`src/rtl/image_proc_ctrl.sv`:
```
// Frame-level sequencer for the grayscale/Sobel datapath: aligns processing to frame-valid,
// commits display mode per frame, masks 3x3 border strobes and reports per-frame status.
module image_proc_ctrl #(
    parameter int IMG_W     = 640,
    parameter int IMG_H     = 480,
    parameter int KSIZE     = 3,
    parameter int FLUSH_CYC = 4
) (
    input  logic        iCLK,
    input  logic        iRST,
    input  logic        iEN,
    input  logic        iFVAL,
    input  logic        iWIN_DVAL,
    input  logic        iMODE_WR,
    input  logic [1:0]  iMODE_REQ,
    output logic [1:0]  oMODE,
    output logic        oPROC_EN,
    output logic        oOUT_DVAL,
    output logic        oBORDER,
    output logic [10:0] oCOL,
    output logic [10:0] oROW,
    output logic        oFRAME_DONE,
    output logic [15:0] oFRAME_CNT,
    output logic        oERR
);

    localparam int              FW         = (FLUSH_CYC > 1) ? $clog2(FLUSH_CYC) : 1;
    localparam logic [FW-1:0]   FLUSH_LOAD = FW'(FLUSH_CYC - 1);
    localparam logic [10:0]     COL_LAST   = 11'(IMG_W - 1);
    localparam logic [10:0]     ROW_LAST   = 11'(IMG_H - 1);
    localparam logic [10:0]     EDGE_LIM   = 11'(KSIZE - 1);
    localparam logic [1:0]      MODE_ILL   = 2'd3;

    typedef enum logic [1:0] {
        S_IDLE,
        S_ARMED,
        S_ACTIVE,
        S_FLUSH
    } state_t;

    state_t          state, state_nxt;
    logic            fval_d;
    logic            fval_rise, fval_fall;
    logic [1:0]      mode_pend;
    logic [10:0]     col, row;
    logic            full;
    logic [FW-1:0]   flush_cnt;
    logic            in_frame, strobe, accepted, overflow, interior;
    logic            frame_start, flush_load, flush_end;

    assign fval_rise = iFVAL & ~fval_d;
    assign fval_fall = ~iFVAL & fval_d;

    assign in_frame  = (state == S_ACTIVE) || (state == S_FLUSH);
    assign strobe    = in_frame & iWIN_DVAL;
    assign accepted  = strobe & ~full;
    assign overflow  = strobe & full;
    assign interior  = (col >= EDGE_LIM) && (row >= EDGE_LIM);
    assign oPROC_EN  = in_frame;

    // NOTE: sequential state uses non-blocking assignments so every flop samples pre-edge values.
    always_ff @(posedge iCLK or posedge iRST) begin
        if (iRST) begin
            state <= S_IDLE;
        end else begin
            state <= state_nxt;
        end
    end

    // NOTE: every signal written here gets a default first, so no path can infer a latch.
    always_comb begin
        state_nxt   = state;
        frame_start = 1'b0;
        flush_load  = 1'b0;
        flush_end   = 1'b0;
        unique case (state)
            S_IDLE: begin
                if (iEN) state_nxt = S_ARMED;
            end
            S_ARMED: begin
                if (!iEN) begin
                    state_nxt = S_IDLE;
                end else if (fval_rise) begin
                    state_nxt   = S_ACTIVE;
                    frame_start = 1'b1;
                end
            end
            S_ACTIVE: begin
                if (fval_fall) begin
                    state_nxt  = S_FLUSH;
                    flush_load = 1'b1;
                end
            end
            S_FLUSH: begin
                if (flush_cnt == '0) begin
                    flush_end = 1'b1;
                    state_nxt = iEN ? S_ARMED : S_IDLE;
                end
            end
            default: state_nxt = S_IDLE;
        endcase
    end

    // fval_d resets high so a frame already in progress at reset release is not taken as a start.
    always_ff @(posedge iCLK or posedge iRST) begin
        if (iRST) begin
            fval_d    <= 1'b1;
            mode_pend <= 2'd0;
            oMODE     <= 2'd0;
        end else begin
            fval_d <= iFVAL;
            if (iMODE_WR && (iMODE_REQ != MODE_ILL)) mode_pend <= iMODE_REQ;
            if (frame_start) oMODE <= mode_pend;
        end
    end

    // Window position of the next accepted strobe; full marks the last pixel as consumed.
    always_ff @(posedge iCLK or posedge iRST) begin
        if (iRST) begin
            col  <= '0;
            row  <= '0;
            full <= 1'b0;
        end else if (frame_start) begin
            col  <= '0;
            row  <= '0;
            full <= 1'b0;
        end else if (accepted) begin
            if (col == COL_LAST) begin
                if (row == ROW_LAST) begin
                    full <= 1'b1;
                end else begin
                    col <= '0;
                    row <= row + 11'd1;
                end
            end else begin
                col <= col + 11'd1;
            end
        end
    end

    always_ff @(posedge iCLK or posedge iRST) begin
        if (iRST) begin
            flush_cnt <= '0;
        end else if (flush_load) begin
            flush_cnt <= FLUSH_LOAD;
        end else if ((state == S_FLUSH) && (flush_cnt != '0)) begin
            flush_cnt <= flush_cnt - 1'b1;
        end
    end

    always_ff @(posedge iCLK or posedge iRST) begin
        if (iRST) begin
            oOUT_DVAL <= 1'b0;
            oBORDER   <= 1'b0;
            oCOL      <= '0;
            oROW      <= '0;
        end else begin
            oOUT_DVAL <= accepted & interior;
            oBORDER   <= accepted & ~interior;
            if (accepted) begin
                oCOL <= col;
                oROW <= row;
            end
        end
    end

    // A frame that ends without filling every window position is flagged as short.
    always_ff @(posedge iCLK or posedge iRST) begin
        if (iRST) begin
            oFRAME_DONE <= 1'b0;
            oFRAME_CNT  <= '0;
            oERR        <= 1'b0;
        end else begin
            oFRAME_DONE <= flush_end;
            if (flush_end) oFRAME_CNT <= oFRAME_CNT + 16'd1;
            if (overflow || (flush_end && !full)) oERR <= 1'b1;
        end
    end

endmodule

```
`config.mk`:
```
export PLATFORM = sky130hd
export DESIGN_NAME = image_proc_ctrl
export DESIGN_NICKNAME = d
export VERILOG_FILES = /design/src/rtl/image_proc_ctrl.sv
export SDC_FILE = /design/constraint.sdc
export NUM_CORES = 1
export LEC_CHECK = 0
export ABC_AREA = 1
export CORE_UTILIZATION = 25
export CTS_CLUSTER_DIAMETER = 60
export DETAILED_ROUTE_END_ITERATION = 8
export PLACE_DENSITY_LB_ADDON = 0.05
export SYNTH_ARGS = -nofsm -noshare
export SYNTH_HDL_FRONTEND = slang
export SYNTH_SLANG_ARGS = --single-unit
```
`constraint.sdc`:
```
create_clock -name iCLK -period 2.35 [get_ports iCLK]
set_input_delay 0.47 -clock iCLK [delete_from_list [all_inputs] [get_ports iCLK]]
set_output_delay 0.47 -clock iCLK [all_outputs]
set_load 0.05 [all_outputs]
```
==> metrics.txt, run 1 <==
cts hold-fix bufs=0; WP buf/inv=1; Cell Pwr Density=892 nW/um2; EDFF count, synth=0; GRT overflow=0; Overall Global Routing Usage=12.9%; core area=14500 um2; mean post-synth cell area=8.41 um2; synth cell count leaders=129 x nand2_1, 73 x dfrtp_1, 48 x inv_1; Final Instance Area=4810 um2; Vias/cell=4.26; R2R depth=10; number of port buffers=52; crit end category=output port; Die ar.=15400 um2; Final ANT Viol Nets=0; DRC=0; uppermost layer routed=met4; area leader, netlist=dfrtp_1; Clk network pwr share=34.9%; Clock Root Buffer=clkbuf_16; via count=2949; RSZ-0062 raised after global routing=no; WHS Endpoint=oFRAME_CNT[15]$_DFFE_PP0P_; Cell variety after synth=29; DRT iter0 DRCs=110; WL/cell=12.8 um; Worst Max-Slew Pin Slew=0.523 ns; crit path kind=flip-flop to output port; CTS Buffer Depth=2; postcts setup bufs=0; reg-to-reg startpoint=row[1]$_DFFE_PP0P_; die width=124 um; leakage power total=0.00229 uW; Reg power frac=37.4%; vias in the first global route=2837; Max Fclk=478 MHz; post-CTS sizing=0; R2R Setup Slk=0.58 ns; worst clock skew=0.00325 ns; initial antenna violation count=0; H-tree levels=3; CP required=1.88 ns; layout cell share with drive strength beyond 1=10.8%; # rows=44; Final Slew Violations=0; CTS Sinks=74; Mapped Nets=457; Slew headroom=65.0%; YS warnings=0; Clock Latency Late Sink=0.34 ns; maximum vdd drop=0.000618 V; Seq cells post-synth=74; Layout Nets=518; post-DP HPWL=6360 um; Die Span Y=124 um; Sw Pwr=1500 uW; Seq/Total Area, Yosys=49.7%; largest net degree at the start of global routing=75; wirelength, routed=8850 um; CP peak stage delay=0.84 ns; post-synth top area share=49.0%; Initial Util=25.6%; Post-Syn Instances=443; CTS Buf Count=9; Switching Fraction=34.9%; Worst R2R End=row[10]$_DFFE_PP0P_; CP startpoint kind=flip-flop; CTS tree=yes; first-pass GRT wire length=14800 um; delay-heaviest family, CP=buffers and inverters; Synth area leaders=dfrtp_1 49%, nand2_1 13%, o21ai_0 5.0%; part of the cycle the worst path needs=89.0%; Final Hold Fails=0; antenna cells=0; worst hold path type=flip-flop to flip-flop; WL met3=283 um; hold_sp=oFRAME_CNT[15]$_DFFE_PP0P_; drt pass-1 iters=4; Most used DFF post-synth=dfrtp_1; Hold Crit Depth=1; data arrival time of the critical path=1.62 ns; asr flop ratio synth=100%; synthesized cell area=3730 um2; synth-to-layout area growth=29.0%; clock period minus final worst setup slack=2.09 ns; share of total power in combinational logic=27.7%; max-cap check violation count=0; cell internal pwr=2790 uW; clock-pin slew on the worst setup and hold paths=0.06 ns; setup violators final=0; Worst path slowest cell=clkdlybuf4s50_1; worst-path cell chain=clkdlybuf4s50_1; IO Count=53; setup TNS=0 ns; Final GP Congestion=0.747; Power Total=4290 uW; status=complete, no violations; DR WL met2=4060 um; count leader, synth=nand2_1; Metal-1 WL=4310 um; Placement Cell Area=4490 um2; CP Max Fanout=5
==> metal layers <==
| metal | up-vias | GRT usage [%] |
|---|---|---|
| li1 | 1526 | - |
| met1 | 1373 | 17.1 |
| met2 | 39 | 19.2 |
| met3 | 11 | 2.84 |
| met4 | 0 | 7.14 |
| met5 | - | 0 |
==> power by group through the flow <==
stage / Combinational [uW] / Sequential, uW / Clock (uW)
final: 1190 / 1600 / 1500
after global routing: 1320 / 1630 / 1610
after CTS: 1220 / 1610 / 1560
after detailed placement: 1210 / 1620 / 0
after global placement: 1210 / 1630 / 0
after floorplan: 562 / 1890 / 0
==> cells in the final DEF (no fill, tap or decap), types with 2 or more instances in the layout <==
master,count
nand2_2,7
nand3_4,4
nor2_1,33
nor2_2,4
nand2_1,129
a21oi_1,5
nand2_4,3
nor2_4,4
nand3_1,24
xor2_1,20
o21ai_0,37
clkbuf_16,9
inv_1,47
o21ai_2,3
bufinv_16,2
ha_1,6
buf_4,6
nand4_1,11
clkdlybuf4s50_1,52
clkinv_2,2
nor3_1,10
dfrtp_1,73
inv_2,4
xnor2_1,4
==> layout make-up <==
type / count / area, um2
clock buffer: 11 / 243
clock inverter: 5 / 77.6
fill: 1562 / 9730
inverter: 51 / 191
multi-input combinational: 309 / 1630
sequential: 74 / 1850
tap: 184 / 230
timing repair buffer: 59 / 586
==> logic make-up after synthesis <==
family | after synthesis | share of synthesized area (%)
AO/OA/AOI/OAI | 46 | 6.58
XOR/XNOR | 24 | 5.64
flip-flops | 74 | 49.7
AND/OR/NAND/NOR | 233 | 29.4
adder cells (fa/ha/maj) | 6 | 2.01
buffers and inverters | 60 | 6.61
==> per-stage QoR <==
stage	utilization, %	setup slack, ns	instances	hold WS, ns
finish	33.1	0.257	693	0.468
global route	33.1	0.183	693	0.495
CTS	33.1	0.224	693	0.479
detailed placement	30.9	0.175	677	0.466
global placement	30.9	0.217	677	0.464
floorplan	-	0.0000322	443	0.442
==> state kept, by name, indices dropped and copies added (netlist names), named ones only <==
name / flops
full: 1
oBORDER: 1
oFRAME_DONE: 1
oCOL: 11
state: 1
oFRAME_CNT: 16
row: 11
col: 11
oMODE: 2
mode_pend: 2
flush_cnt: 2
oROW: 11
oERR: 1
fval_d: 1
oOUT_DVAL: 1
==> worst max-delay path by stage <==
stage,cells after the start,end,start
6_report,1,oFRAME_CNT[2],oFRAME_CNT[2]$_DFFE_PP0P_
5_1_grt,1,oFRAME_CNT[2],oFRAME_CNT[2]$_DFFE_PP0P_
4_1_cts,1,oFRAME_CNT[2],oFRAME_CNT[2]$_DFFE_PP0P_
3_5_place_dp,8,row[8]$_DFFE_PP0P_,iFVAL
3_3_place_gp,9,row[3]$_DFFE_PP0P_,iFVAL
2_1_floorplan,1,async pin,iRST
Note: power is estimated with default switching activity, not from simulation.
==> run 2: changes to the inputs <==
--- a/config.mk
+++ b/config.mk
@@ -6,6 +6,8 @@
 export NUM_CORES = 1
 export LEC_CHECK = 0
 export ABC_AREA = 1
+export CELL_PAD_IN_SITES_DETAIL_PLACEMENT = 1
+export CELL_PAD_IN_SITES_GLOBAL_PLACEMENT = 2
 export CORE_UTILIZATION = 25
 export CTS_CLUSTER_DIAMETER = 60
 export DETAILED_ROUTE_END_ITERATION = 8
==> metrics.txt, run 2 (synthesis gave the netlist of run 1 again) <==
status=complete, no violations; initial antenna violation count=0 (unchanged); max reg flops=16 (unchanged); CTS Sinks=74 (unchanged); CP required=1.88 ns (about the same); Initial Util=25.6% (unchanged); DRT iter0 DRCs=67 (-39%); Die ar.=15400 um2 (unchanged); WL/cell=14.0 um (+9.7%); CTS Buffer Depth=2 (unchanged); worst hold path type=flip-flop to flip-flop; Final GP Congestion=0.744 (-0.35%); CTS Buf Count=9 (unchanged); CP startpoint kind=flip-flop; Final ANT Viol Nets=0 (unchanged); largest register by flop count=oFRAME_CNT; # rows=44 (unchanged); CTS tree=yes; WP buf/inv=1 (unchanged); IO Count=53 (unchanged); Final Instance Area=4790 um2 (-0.31%); Placement Cell Area=4490 um2 (unchanged); post-CTS sizing=0 (unchanged); vias in the first global route=3119 (+9.9%); post-DP HPWL=6990 um (+9.9%); part of the cycle the worst path needs=89.4% (+0.35 points); Vias/cell=4.40 (+3.4%); CP peak stage delay=0.84 ns (about the same); H-tree levels=3 (unchanged); Die Span Y=124 um (unchanged); RSZ-0062 raised after global routing=no; core area=14500 um2 (unchanged); Clock Root Buffer=clkbuf_16; worst-path cell chain=clkdlybuf4s50_1; Worst path slowest cell=clkdlybuf4s50_1; Final Hold Fails=0 (unchanged); number of port buffers=52 (unchanged); layout cell share with drive strength beyond 1=11.0% (+0.20 points); first-pass GRT wire length=16100 um (+8.9%); dpl ws=0.171 ns (-0.00382 ns); Max Fclk=476 MHz (-0.39%); Slew headroom=64.2% (-0.80 points); leakage power total=0.00227 uW (-0.60%); drt pass-1 iters=4 (unchanged); Clock Latency Late Sink=0.34 ns (about the same); clock period minus final worst setup slack=2.10 ns (+0.00828 ns); Final Slew Violations=0 (unchanged); max-cap check violation count=0 (unchanged); cts hold-fix bufs=0 (unchanged); setup violators final=0 (unchanged); maximum vdd drop=0.000433 V (-30%); crit end category=output port; via count=3049 (+3.4%); CP Max Fanout=5 (unchanged); most frequent cells in the layout=129 x nand2_1, 73 x dfrtp_1, 52 x clkdlybuf4s50_1; crit path kind=flip-flop to output port; postcts setup bufs=0 (unchanged); antenna cells=0 (unchanged); Worst Max-Slew Pin Slew=0.535 ns (+0.0119 ns); commonest non-fill, non-tap cell in the layout=nand2_1; synth-to-layout area growth=28.6%; Overall Global Routing Usage=14.0% (+1.2 points); delay-heaviest family, CP=buffers and inverters; GRT overflow=0 (unchanged); wirelength, routed=9710 um (+9.7%); die width=124 um (unchanged); final worst slack=0.249 ns (-0.00828 ns); Cell Pwr Density=881 nW/um2 (-1.3%); fillcell total=1725 (+10%); clock-pin slew on the worst setup and hold paths=0.06 ns (about the same); DRC=0 (unchanged); data arrival time of the critical path=1.63 ns (about the same); worst clock skew=0.00603 ns (+0.00278 ns); largest net degree at the start of global routing=75 (unchanged); setup TNS=0 ns (unchanged); Layout Nets=518 (unchanged)
==> run 2: path summary, 6_finish.rpt <==
kind	depth (start not counted)	endpoint	from	slack (ns)
min	1	oFRAME_CNT[15]$_DFFE_PP0P_	oFRAME_CNT[15]$_DFFE_PP0P_	0.47
min reg2reg	1	oFRAME_CNT[15]$_DFFE_PP0P_	oFRAME_CNT[15]$_DFFE_PP0P_	0.47
max reg2reg	10	row[6]$_DFFE_PP0P_	row[1]$_DFFE_PP0P_	0.57
max in group asynchronous	3	fval_d$_DFF_PP1_	iRST	1.42
min in group asynchronous	3	oFRAME_DONE$_DFF_PP0_	iRST	0.52
max	1	oFRAME_CNT[5]	oFRAME_CNT[5]$_DFFE_PP0P_	0.25
==> run 2: final cells by class <==
class	instances	area (um2)	area share (%)
multi-input cells	309	1630	34.0
clock buffers	10	239	4.99
well taps	184	230	4.80
clock inverters	6	66.3	1.38
repair buffers	59	586	12.2
flip-flops and latches	74	1850	38.7
inverters	51	191	3.99
==> run 2: metal layers <==
layer  up-vias  part of all wire (%)  global-route usage, %
met5         -                     0                      0
met4         0                   1.5                   5.36
met3        11                   2.8                   3.43
met1      1474                    48                   18.0
met2        37                    47                   22.7
li1       1527                     -                      -
==> run 2: report_power, final <==
part / leakage [uW] / switching, uW / internal, uW / total, uW
combinational: 0.00113 / 810 / 388 / 1200
sequential: 0.00100 / 154 / 1440 / 1600
clock: 0.000141 / 576 / 851 / 1430
==> run 2: per-stage QoR <==
step	hold WS, ns	power [uW]	utilization (%)	cells
final	0.467	4220	33.0	693
after global routing	0.512	4500	33.0	693
after CTS	0.476	4320	33.0	693
after detailed placement	0.468	2850	30.9	677
after global placement	0.458	2830	30.9	677
after floorplan	0.442	2460	-	443
